`config.mk`:
```
export PLATFORM = sky130hd
export DESIGN_NAME = addsub_pipe_flat
export DESIGN_NICKNAME = d
export VERILOG_FILES = /design/src/rtl/addsub_pkg.sv /design/src/rtl/addsub_if.sv /design/src/rtl/addsub_stage.sv /design/src/rtl/addsub_pipe.sv /design/src/flat_wrapper.sv
export SDC_FILE = /design/constraint.sdc
export NUM_CORES = 1
export LEC_CHECK = 0
export CORE_ASPECT_RATIO = 0.9
export CORE_MARGIN = 2
export CORE_UTILIZATION = 40
export DETAILED_ROUTE_END_ITERATION = 8
export PLACE_DENSITY = 0.68
export SYNTH_ARGS = -nofsm -noshare
export SYNTH_HDL_FRONTEND = slang
export SYNTH_SLANG_ARGS = --single-unit
```
`constraint.sdc`:
```
create_clock -name clk -period 4.2 [get_ports clk]
set_input_delay 0.84 -clock clk [delete_from_list [all_inputs] [get_ports clk]]
set_output_delay 0.84 -clock clk [all_outputs]
set_load 0.005 [all_outputs]
```
`src/rtl/addsub_pkg.sv`:
```
// rtl/addsub_pkg.sv - shared constants, stage-count helper and flag bundle for addsub_pipe
package addsub_pkg;

    localparam logic OP_ADD = 1'b0;
    localparam logic OP_SUB = 1'b1;

    typedef struct packed {
        logic cout;
        logic overflow;
        logic zero;
    } flag_t;

    function automatic int calc_stages(input int width, input int chunk);
        return width / chunk;
    endfunction

endpackage

```
`src/rtl/addsub_if.sv`:
```
// rtl/addsub_if.sv - operation/result handshake bundle for addsub_pipe
interface addsub_if #(
    parameter int WIDTH = 8
);
    logic             in_valid;
    logic             in_ready;
    logic [WIDTH-1:0] a;
    logic [WIDTH-1:0] b;
    logic             sub;
    logic             cin;
    logic             out_valid;
    logic             out_ready;
    logic [WIDTH-1:0] sum;
    logic             cout;
    logic             overflow;
    logic             zero;

    modport master (
        output in_valid, a, b, sub, cin, out_ready,
        input  in_ready, out_valid, sum, cout, overflow, zero
    );

    modport slave (
        input  in_valid, a, b, sub, cin, out_ready,
        output in_ready, out_valid, sum, cout, overflow, zero
    );
endinterface

```
`src/rtl/addsub_stage.sv`:
```
// rtl/addsub_stage.sv - one CHUNK-bit slice adder with carry/valid/payload registers (ADDSUB_SATURATE_EN clamps in last stage)
module addsub_stage
    import addsub_pkg::*;
#(
    parameter int WIDTH   = 8,
    parameter int CHUNK   = 4,
    parameter int IDX     = 0,
    parameter bit IS_LAST = 1'b1
) (
    input  logic             clk,
    input  logic             rst,
    input  logic             advance,
    input  logic             in_valid,
    input  logic [WIDTH-1:0] in_a,
    input  logic [WIDTH-1:0] in_b,
    input  logic [WIDTH-1:0] in_sum,
    input  logic             in_carry,
    output logic             out_valid,
    output logic [WIDTH-1:0] out_a,
    output logic [WIDTH-1:0] out_b,
    output logic [WIDTH-1:0] out_sum,
    output logic             out_carry,
    output flag_t            out_flags
);
    localparam int LO = IDX * CHUNK;

    logic [CHUNK:0]   slice_res;
    logic [WIDTH-1:0] sum_new;
    logic             ovf;

    logic             valid_q, valid_d;
    logic [WIDTH-1:0] a_q, a_d;
    logic [WIDTH-1:0] b_q, b_d;
    logic [WIDTH-1:0] sum_q, sum_d;
    logic             carry_q, carry_d;
    flag_t            flags_q, flags_d;

    always_comb begin
        slice_res = {1'b0, in_a[LO +: CHUNK]} + {1'b0, in_b[LO +: CHUNK]}
                  + {{CHUNK{1'b0}}, in_carry};
        sum_new              = in_sum;
        sum_new[LO +: CHUNK] = slice_res[CHUNK-1:0];
        // in_b is already the effective operand (inverted for subtract)
        ovf = (in_a[WIDTH-1] == in_b[WIDTH-1]) && (sum_new[WIDTH-1] != in_a[WIDTH-1]);
`ifdef ADDSUB_SATURATE_EN
        if (IS_LAST && ovf) begin
            sum_new = in_a[WIDTH-1] ? {1'b1, {(WIDTH-1){1'b0}}} : {1'b0, {(WIDTH-1){1'b1}}};
        end
`endif

        valid_d = valid_q;
        a_d     = a_q;
        b_d     = b_q;
        sum_d   = sum_q;
        carry_d = carry_q;
        flags_d = flags_q;
        if (advance) begin
            valid_d = in_valid;
            a_d     = in_a;
            b_d     = in_b;
            sum_d   = sum_new;
            carry_d = slice_res[CHUNK];
            flags_d = '0;
            if (IS_LAST) begin
                flags_d.cout     = slice_res[CHUNK];
                flags_d.overflow = ovf;
                flags_d.zero     = (sum_new == '0);
            end
        end
    end

    always_ff @(posedge clk) begin
        if (rst) begin
            valid_q <= 1'b0;
            a_q     <= '0;
            b_q     <= '0;
            sum_q   <= '0;
            carry_q <= 1'b0;
            flags_q <= '0;
        end else begin
            valid_q <= valid_d;
            a_q     <= a_d;
            b_q     <= b_d;
            sum_q   <= sum_d;
            carry_q <= carry_d;
            flags_q <= flags_d;
        end
    end

    assign out_valid = valid_q;
    assign out_a     = a_q;
    assign out_b     = b_q;
    assign out_sum   = sum_q;
    assign out_carry = carry_q;
    assign out_flags = flags_q;

endmodule

```
`src/rtl/addsub_pipe.sv`:
```
// rtl/addsub_pipe.sv - pipelined WIDTH-bit add/sub, one CHUNK slice per stage, valid/ready backpressure (ADDSUB_SATURATE_EN optional)
module addsub_pipe
    import addsub_pkg::*;
#(
    parameter int WIDTH = 8,
    parameter int CHUNK = 4
) (
    input  logic     clk,
    input  logic     rst,
    addsub_if.slave  bus
);
    localparam int STAGES = calc_stages(WIDTH, CHUNK);

    logic             advance;
    logic             valid_c [STAGES+1];
    logic [WIDTH-1:0] a_c     [STAGES+1];
    logic [WIDTH-1:0] b_c     [STAGES+1];
    logic [WIDTH-1:0] sum_c   [STAGES+1];
    logic             carry_c [STAGES+1];
    flag_t            flags_out;

    // Whole pipe moves in lockstep; a held result freezes every stage
    assign advance      = bus.out_ready || !bus.out_valid;
    assign bus.in_ready = advance;

    assign valid_c[0] = bus.in_valid;
    assign a_c[0]     = bus.a;
    assign b_c[0]     = (bus.sub == OP_SUB) ? ~bus.b : bus.b;
    assign sum_c[0]   = '0;
    assign carry_c[0] = (bus.sub == OP_SUB) ? 1'b1 : bus.cin;

    for (genvar k = 0; k < STAGES; k++) begin : g_stage
        flag_t stage_flags;

        addsub_stage #(
            .WIDTH   (WIDTH),
            .CHUNK   (CHUNK),
            .IDX     (k),
            .IS_LAST (k == STAGES - 1)
        ) u_stage (
            .clk       (clk),
            .rst       (rst),
            .advance   (advance),
            .in_valid  (valid_c[k]),
            .in_a      (a_c[k]),
            .in_b      (b_c[k]),
            .in_sum    (sum_c[k]),
            .in_carry  (carry_c[k]),
            .out_valid (valid_c[k+1]),
            .out_a     (a_c[k+1]),
            .out_b     (b_c[k+1]),
            .out_sum   (sum_c[k+1]),
            .out_carry (carry_c[k+1]),
            .out_flags (stage_flags)
        );

        if (k == STAGES - 1) begin : g_last
            logic unused_tail;
            assign flags_out   = stage_flags;
            assign unused_tail = ^{a_c[k+1], b_c[k+1], carry_c[k+1]};
        end else begin : g_mid
            logic unused_flags;
            assign unused_flags = ^stage_flags;
        end
    end

    assign bus.out_valid = valid_c[STAGES];
    assign bus.sum       = sum_c[STAGES];
    assign bus.cout      = flags_out.cout;
    assign bus.overflow  = flags_out.overflow;
    assign bus.zero      = flags_out.zero;

endmodule

```
`src/flat_wrapper.sv`:
```
// flat-port wrapper written by rule: the top's interface ports become plain ports
module addsub_pipe_flat import addsub_pkg::*;
#(
    parameter int WIDTH = 8,
    parameter int CHUNK = 4
)
  (clk, rst, bus_in_valid, bus_a, bus_b, bus_sub, bus_cin, bus_out_ready, bus_in_ready, bus_out_valid, bus_sum, bus_cout, bus_overflow, bus_zero);
  addsub_if #(.WIDTH(WIDTH)) bus_i ();
  input  logic clk;
  input  logic rst;
  input wire logic [$bits(bus_i.in_valid)-1:0] bus_in_valid;
  input wire logic [$bits(bus_i.a)-1:0] bus_a;
  input wire logic [$bits(bus_i.b)-1:0] bus_b;
  input wire logic [$bits(bus_i.sub)-1:0] bus_sub;
  input wire logic [$bits(bus_i.cin)-1:0] bus_cin;
  input wire logic [$bits(bus_i.out_ready)-1:0] bus_out_ready;
  output wire logic [$bits(bus_i.in_ready)-1:0] bus_in_ready;
  output wire logic [$bits(bus_i.out_valid)-1:0] bus_out_valid;
  output wire logic [$bits(bus_i.sum)-1:0] bus_sum;
  output wire logic [$bits(bus_i.cout)-1:0] bus_cout;
  output wire logic [$bits(bus_i.overflow)-1:0] bus_overflow;
  output wire logic [$bits(bus_i.zero)-1:0] bus_zero;
  assign bus_i.in_valid = bus_in_valid;
  assign bus_i.a = bus_a;
  assign bus_i.b = bus_b;
  assign bus_i.sub = bus_sub;
  assign bus_i.cin = bus_cin;
  assign bus_i.out_ready = bus_out_ready;
  assign bus_in_ready = bus_i.in_ready;
  assign bus_out_valid = bus_i.out_valid;
  assign bus_sum = bus_i.sum;
  assign bus_cout = bus_i.cout;
  assign bus_overflow = bus_i.overflow;
  assign bus_zero = bus_i.zero;
  addsub_pipe #(.WIDTH(WIDTH), .CHUNK(CHUNK)) u_core (.clk(clk), .rst(rst), .bus(bus_i));
endmodule
```
Word level (Yosys, flattened, before mapping)
Index checks and enable logic that the tools add are counted.
{"block": "classes", "n_addsub": 4, "n_eq_ne": 2, "muxes": 2, "bitwise_logic": 1, "reduce_logical": 4}
{"op": "4-bit by 4-bit adder with 5-bit output", "n": 2}
{"op": "5-bit by 1-bit adder with 5-bit output", "n": 2}
{"op": "8-bit logical NOT", "n": 1}
{"op": "8-bit 2-to-1 mux", "n": 1}
{"op": "8-bit inverter", "n": 1}
{"op": "1-bit equality test", "n": 1}
{"op": "1-bit logical AND", "n": 1}
{"op": "1-bit logical NOT", "n": 1}
{"op": "1-bit logical OR", "n": 1}
{"op": "1-bit 2-to-1 mux", "n": 1}
{"op": "1-bit != test", "n": 1}
{"block": "word_totals", "reg_bits": 34, "input_bits": 22, "output_inout_bits": 13}

Longest topological paths before layout
{"block": "logic_depth", "depth_word": 4, "depth_mapped": 8, "ltp_nobuf": 7}

Modules after synthesis
From an unflattened synthesis, not the netlist that was laid out.
{"block": "unflattened", "cells_unflattened": 236, "area_unflattened_um2": 2423.6}
{"module": "addsub_stage (u_core.g_stage[1].u_stage)", "n_inst": 1, "cells_each": 119, "area_per_inst_um2": 1222.4}
{"module": "addsub_stage (u_core.g_stage[0].u_stage)", "n_inst": 1, "cells_each": 105, "area_per_inst_um2": 1103.6}
{"module": "addsub_pipe", "n_inst": 1, "cells_each": 12, "area_per_inst_um2": 97.6}

Least setup slack after synthesis
Ideal clock, no wire load.
{"block": "synth_path", "kind": "input to register", "from": "in bus_sub", "to": "reg u_core.g_stage[0].u_stage.sum_q[1]", "setup_ps": 86, "t_arrival_ps": 2316, "slack_ps": 1798, "stages": 6, "path_cell_list": "buf_4 or2_2 fa_1 inv_1 fa_1 a211oi_1"}
{"block": "synth_between", "elab_chain_len": 3, "elab_cells_between_ends": 4}
{"item": "start: declaration", "line": "flat_wrapper.sv:14", "rtl": "input wire logic [$bits(bus_i.sub)-1:0] bus_sub;"}
{"item": "8-bit 2-to-1 mux", "line": "addsub_pipe.sv:28", "rtl": "assign b_c[0] = (bus.sub == OP_SUB) ? ~bus.b : bus.b;"}
{"item": "4-bit by 4-bit adder with 5-bit output", "line": "addsub_stage.sv:39", "rtl": "slice_res = {1'b0, in_a[LO +: CHUNK]} + {1'b0, in_b[LO +: CHUNK]}"}
{"item": "5-bit by 1-bit adder with 5-bit output *", "line": "addsub_stage.sv:40", "rtl": "+ {{CHUNK{1'b0}}, in_carry};"}
{"item": "end signal: assignment", "line": "addsub_stage.sv:84", "rtl": "sum_q <= sum_d;"}
{"item": "end: declaration", "line": "addsub_stage.sv:34", "rtl": "logic [WIDTH-1:0] sum_q, sum_d;"}
Mark *: on every way between the ends. The rest lies on a longest branch, timed or not.
A chain may end at the register's enable or synchronous reset.

Worst setup path in the final report
{"block": "layout_path", "from": "in bus_out_ready", "to": "out bus_in_ready"}
{"block": "layout_between", "elab_chain_len": 1}
{"item": "start: declaration", "line": "flat_wrapper.sv:16", "rtl": "input wire logic [$bits(bus_i.out_ready)-1:0] bus_out_ready;"}
{"item": "1-bit logical OR", "line": "addsub_pipe.sv:23", "rtl": "assign advance = bus.out_ready || !bus.out_valid;"}
{"item": "end: declaration", "line": "flat_wrapper.sv:17", "rtl": "output wire logic [$bits(bus_i.in_ready)-1:0] bus_in_ready;"}
No other way between the ends.

==> run metrics <==
status=complete, no violations; Worst path most repeated cell=clkdlybuf4s50_1; Final Max Slew Viols=0; met3 Use GR=about 1.3%; min Tclk post-route=between 3 and 4 ns; gr usage total=between 15 and 20%; Post-synth EDFFs=0; share of layout cells above drive strength 1=between 5 and 6%; Hold Slack=0.4625 ns; Peak supply drop=between 100 and 150 µV; global routing's busiest layer=met2; Int Power=roughly 0.00045 W; crit path launch type=input port; Synth area leaders=dfxtp_1 (39%), nand2_1 (6.5%), fa_1 (6.1%), ha_1 (5.7%), a21oi_1 (5.3%); CTS HTree Levels=1; Synth area leader=dfxtp_1; Final Hold Vio Count=0; reg2reg setup slack=2.28 ns; Die Area=roughly 0.0038 mm²; CTS Buf Count=3; Fin Clk Skew=around 0.0023 ns; vias in the first global route=1184; largest net degree at the start of global routing=32; number of max-cap violations=0; slew margin rel.=between 20 and 30%; dpl hpwl=2109 µm; Worst setup endpoint=bus_in_ready; Buffers on Ports=34; DR vias=between 1000 and 1500; initial antenna violation count=0; Gate power share=about 24%; CTS Hold Bufs=0; num rows=19; max frequency=around 0.33 GHz; Worst Setup SP=bus_out_ready; Worst-Skew Late Latency=approximately 0.32 ns; Setup TNS=0 ns; final worst path period share=a little under three quarters; DIE WIDTH=64.53 µm; Clock Path Buffers=2; CP arrival=around 2.2 ns; die height=slightly below 60 µm; worst setup path class=in -> out; Post-DRT Antenna Nets=0; Ys Warns=0; clock power share=~28%; CTS Sinks=26; #FFs+latches synth=26; DR iter-0 viols=54; Via density=4.910; hold crit path type=reg -> reg; Area growth syn-to-layout=30.08%; grt met1 use=around 18%; share of flip-flops with an asynchronous set or reset=0%; ys flop type=dfxtp_1; starting density of the core=a little over two fifths; # fillers=about 290; Power, Total=a little over 0.0006 W; CTS clock-pin slew for the worst setup and hold paths=~0.15 ns; syn nets=around 180; Syn Std Cell Area=roughly 0.0013 mm²; Worst-Margin Slew=~1.1 ns; Crit. End Element=output pin; FF-to-FF Start=u_core.g_stage[0].u_stage.out_carry; wire per inst=approximately 13 µm; family with the most delay on the worst path=buffers and inverters; Post CTS Setup Buffer Count=0; Syn Inst Count=between 100 and 150; Syn Area/Cell=~8.9 µm²; Leakage=approximately 0.7 nW; CP max FO=28; post-synth top area share=about two fifths; Synth cell types=29; first-pass GRT wire length=approximately 4900 µm; WL final=between 2000 and 3000 µm; CTS tree=done; root buf cell=clkbuf_4; total global routing overflow=0; grt met2 use=31.10%; FF-to-FF path depth=6; Reg power frac=a little under half; Reg-to-Reg End=u_core.g_stage[1].u_stage.out_flags[0]; DRC=0; switching share of power=a little over a quarter; Switch Pwr=approximately 0.00016 W; slowest cell on the critical path=clkdlybuf4s50_1; CP Cell Sequence=clkdlybuf4s50_1 > nor2b_4 > buf_4 > inv_2 > clkdlybuf4s50_1; Crit path largest cell delay=approximately 0.5 ns; WP buf/inv=4; post-CTS resize count=0; Ports=35; Pre-Repair DR Iteration Count=4; start point of the worst hold path=u_core.g_stage[1].u_stage.out_sum[2]; Nets=between 200 and 250; ANT cells=0; GP Congestion=about 0.83; Worst EP required=3.36 ns; sequential area share after synthesis=39.47%; CP Depth=5; Power Density=~350 mW/mm²; RSZ-0062 raised after global routing=no; CORE AREA=0.003090 mm²; # setup viols final=0
## metal layers
layer | share of wire (%) | up-vias
met2 | 51 | 24
li1 | - | 551
met3 | 3.4 | 2
met5 | 0 | -
met1 | 44 | 513
met4 | 0.96 | 0
## Yosys cell counts (4+ instances only)
master / number
nand2_1: 23
nand3b_1: 4
nor2_1: 17
xnor2_1: 4
a211oi_1: 8
fa_1: 4
xor2_1: 8
dfxtp_1: 26
inv_1: 8
ha_1: 6
a21oi_1: 14
## per-stage QoR
step | worst slack (ns) | cells | cell area [µm²] | utilization [%]
final | 1.192 | 222 | 1715 | 55.51
after global routing | 1.133 | 222 | 1715 | 55.51
after CTS | 1.187 | 222 | 1715 | 55.51
after detailed placement | 1.054 | 218 | 1663 | 53.81
after global placement | 1.163 | 218 | 1663 | 53.81
after floorplan | 1.798 | 149 | 1319 | -
## layout by cell type, fill, tap and decap left out, types with 2 or more instances in the layout
cell type        instances
dfxtp_1                 26
buf_4                    2
ha_1                     6
clkdlybuf4s50_1         34
o21ai_0                  2
nor2_1                  17
clkbuf_4                 3
inv_1                    8
fa_1                     4
nand3b_1                 4
a211oi_1                 8
xnor2_1                  4
xor2_1                   8
nor2b_1                  2
a21oi_1                 14
nand3_1                  3
a21o_1                   2
nand2_1                 23
## cell families (layout without fill, tap and decap cells)
| kind of cell | count (synthesis) | in the layout | share of synthesized area, % |
|---|---|---|---|
| buffers and inverters | 18 | 49 | 7.399 |
| AOI/OAI and AO/OA | 29 | 29 | 14.33 |
| DFF | 26 | 26 | 39.47 |
| adders and majority gates | 10 | 10 | 11.76 |
| and+or+nand+nor | 54 | 54 | 19.07 |
| xor gates and xnor gates | 12 | 12 | 7.970 |
## power by group through the flow
stage	Sequential (W)	Combinational [W]	Clock [W]
after global placement	0.000292	0.000143	0
after CTS	0.000288	0.000149	0.000176
after floorplan	0.000291	0.0000858	0
final	0.000287	0.000148	0.000173
after detailed placement	0.000293	0.000148	0
after global routing	0.000291	0.000164	0.000183
## worst register-to-register path, cell delays in order (launching register included)
cell and delay, ns:
dfxtp_1 0.33, inv_1 0.07, fa_1 0.47, fa_1 0.42, xor2_1 0.23, nand3_1 0.11
o41ai_2 0.20
## area by class of cell
type	count	area, µm²	share of cell area, %
flip-flops and latches	26	520.5	30.34
multi-input cells	105	700.7	40.85
clock inverters	1	30.03	1.751
repair buffers	36	355.3	20.71
well taps	42	52.55	3.063
clock buffers	3	22.52	1.313
inverters	9	33.78	1.969
## state kept, by name (all words and copies together), names as in the netlist
signal / count
u_core.g_stage.u_stage.out_sum: 12
u_core.g_stage.u_stage.out_a: 4
u_core.g_stage.u_stage.out_b: 4
u_core.g_stage.u_stage.out_flags: 3
u_core.g_stage.u_stage.out_valid: 2
u_core.g_stage.u_stage.out_carry: 1
## worst min path at each step
stage                                      endpoint  slack (ns)  depth (start not counted)
6_report       u_core.g_stage[1].u_stage.out_sum[2]        0.46                          2
5_1_grt          u_core.g_stage[0].u_stage.out_a[4]        0.49                          2
4_1_cts          u_core.g_stage[0].u_stage.out_a[4]        0.46                          2
3_5_place_dp     u_core.g_stage[0].u_stage.out_a[4]        0.44                          2
3_3_place_gp    u_core.g_stage[0].u_stage.out_valid        0.44                          2
2_1_floorplan    u_core.g_stage[0].u_stage.out_a[4]        0.43                          2
Note: power is estimated with default switching activity, not from simulation.
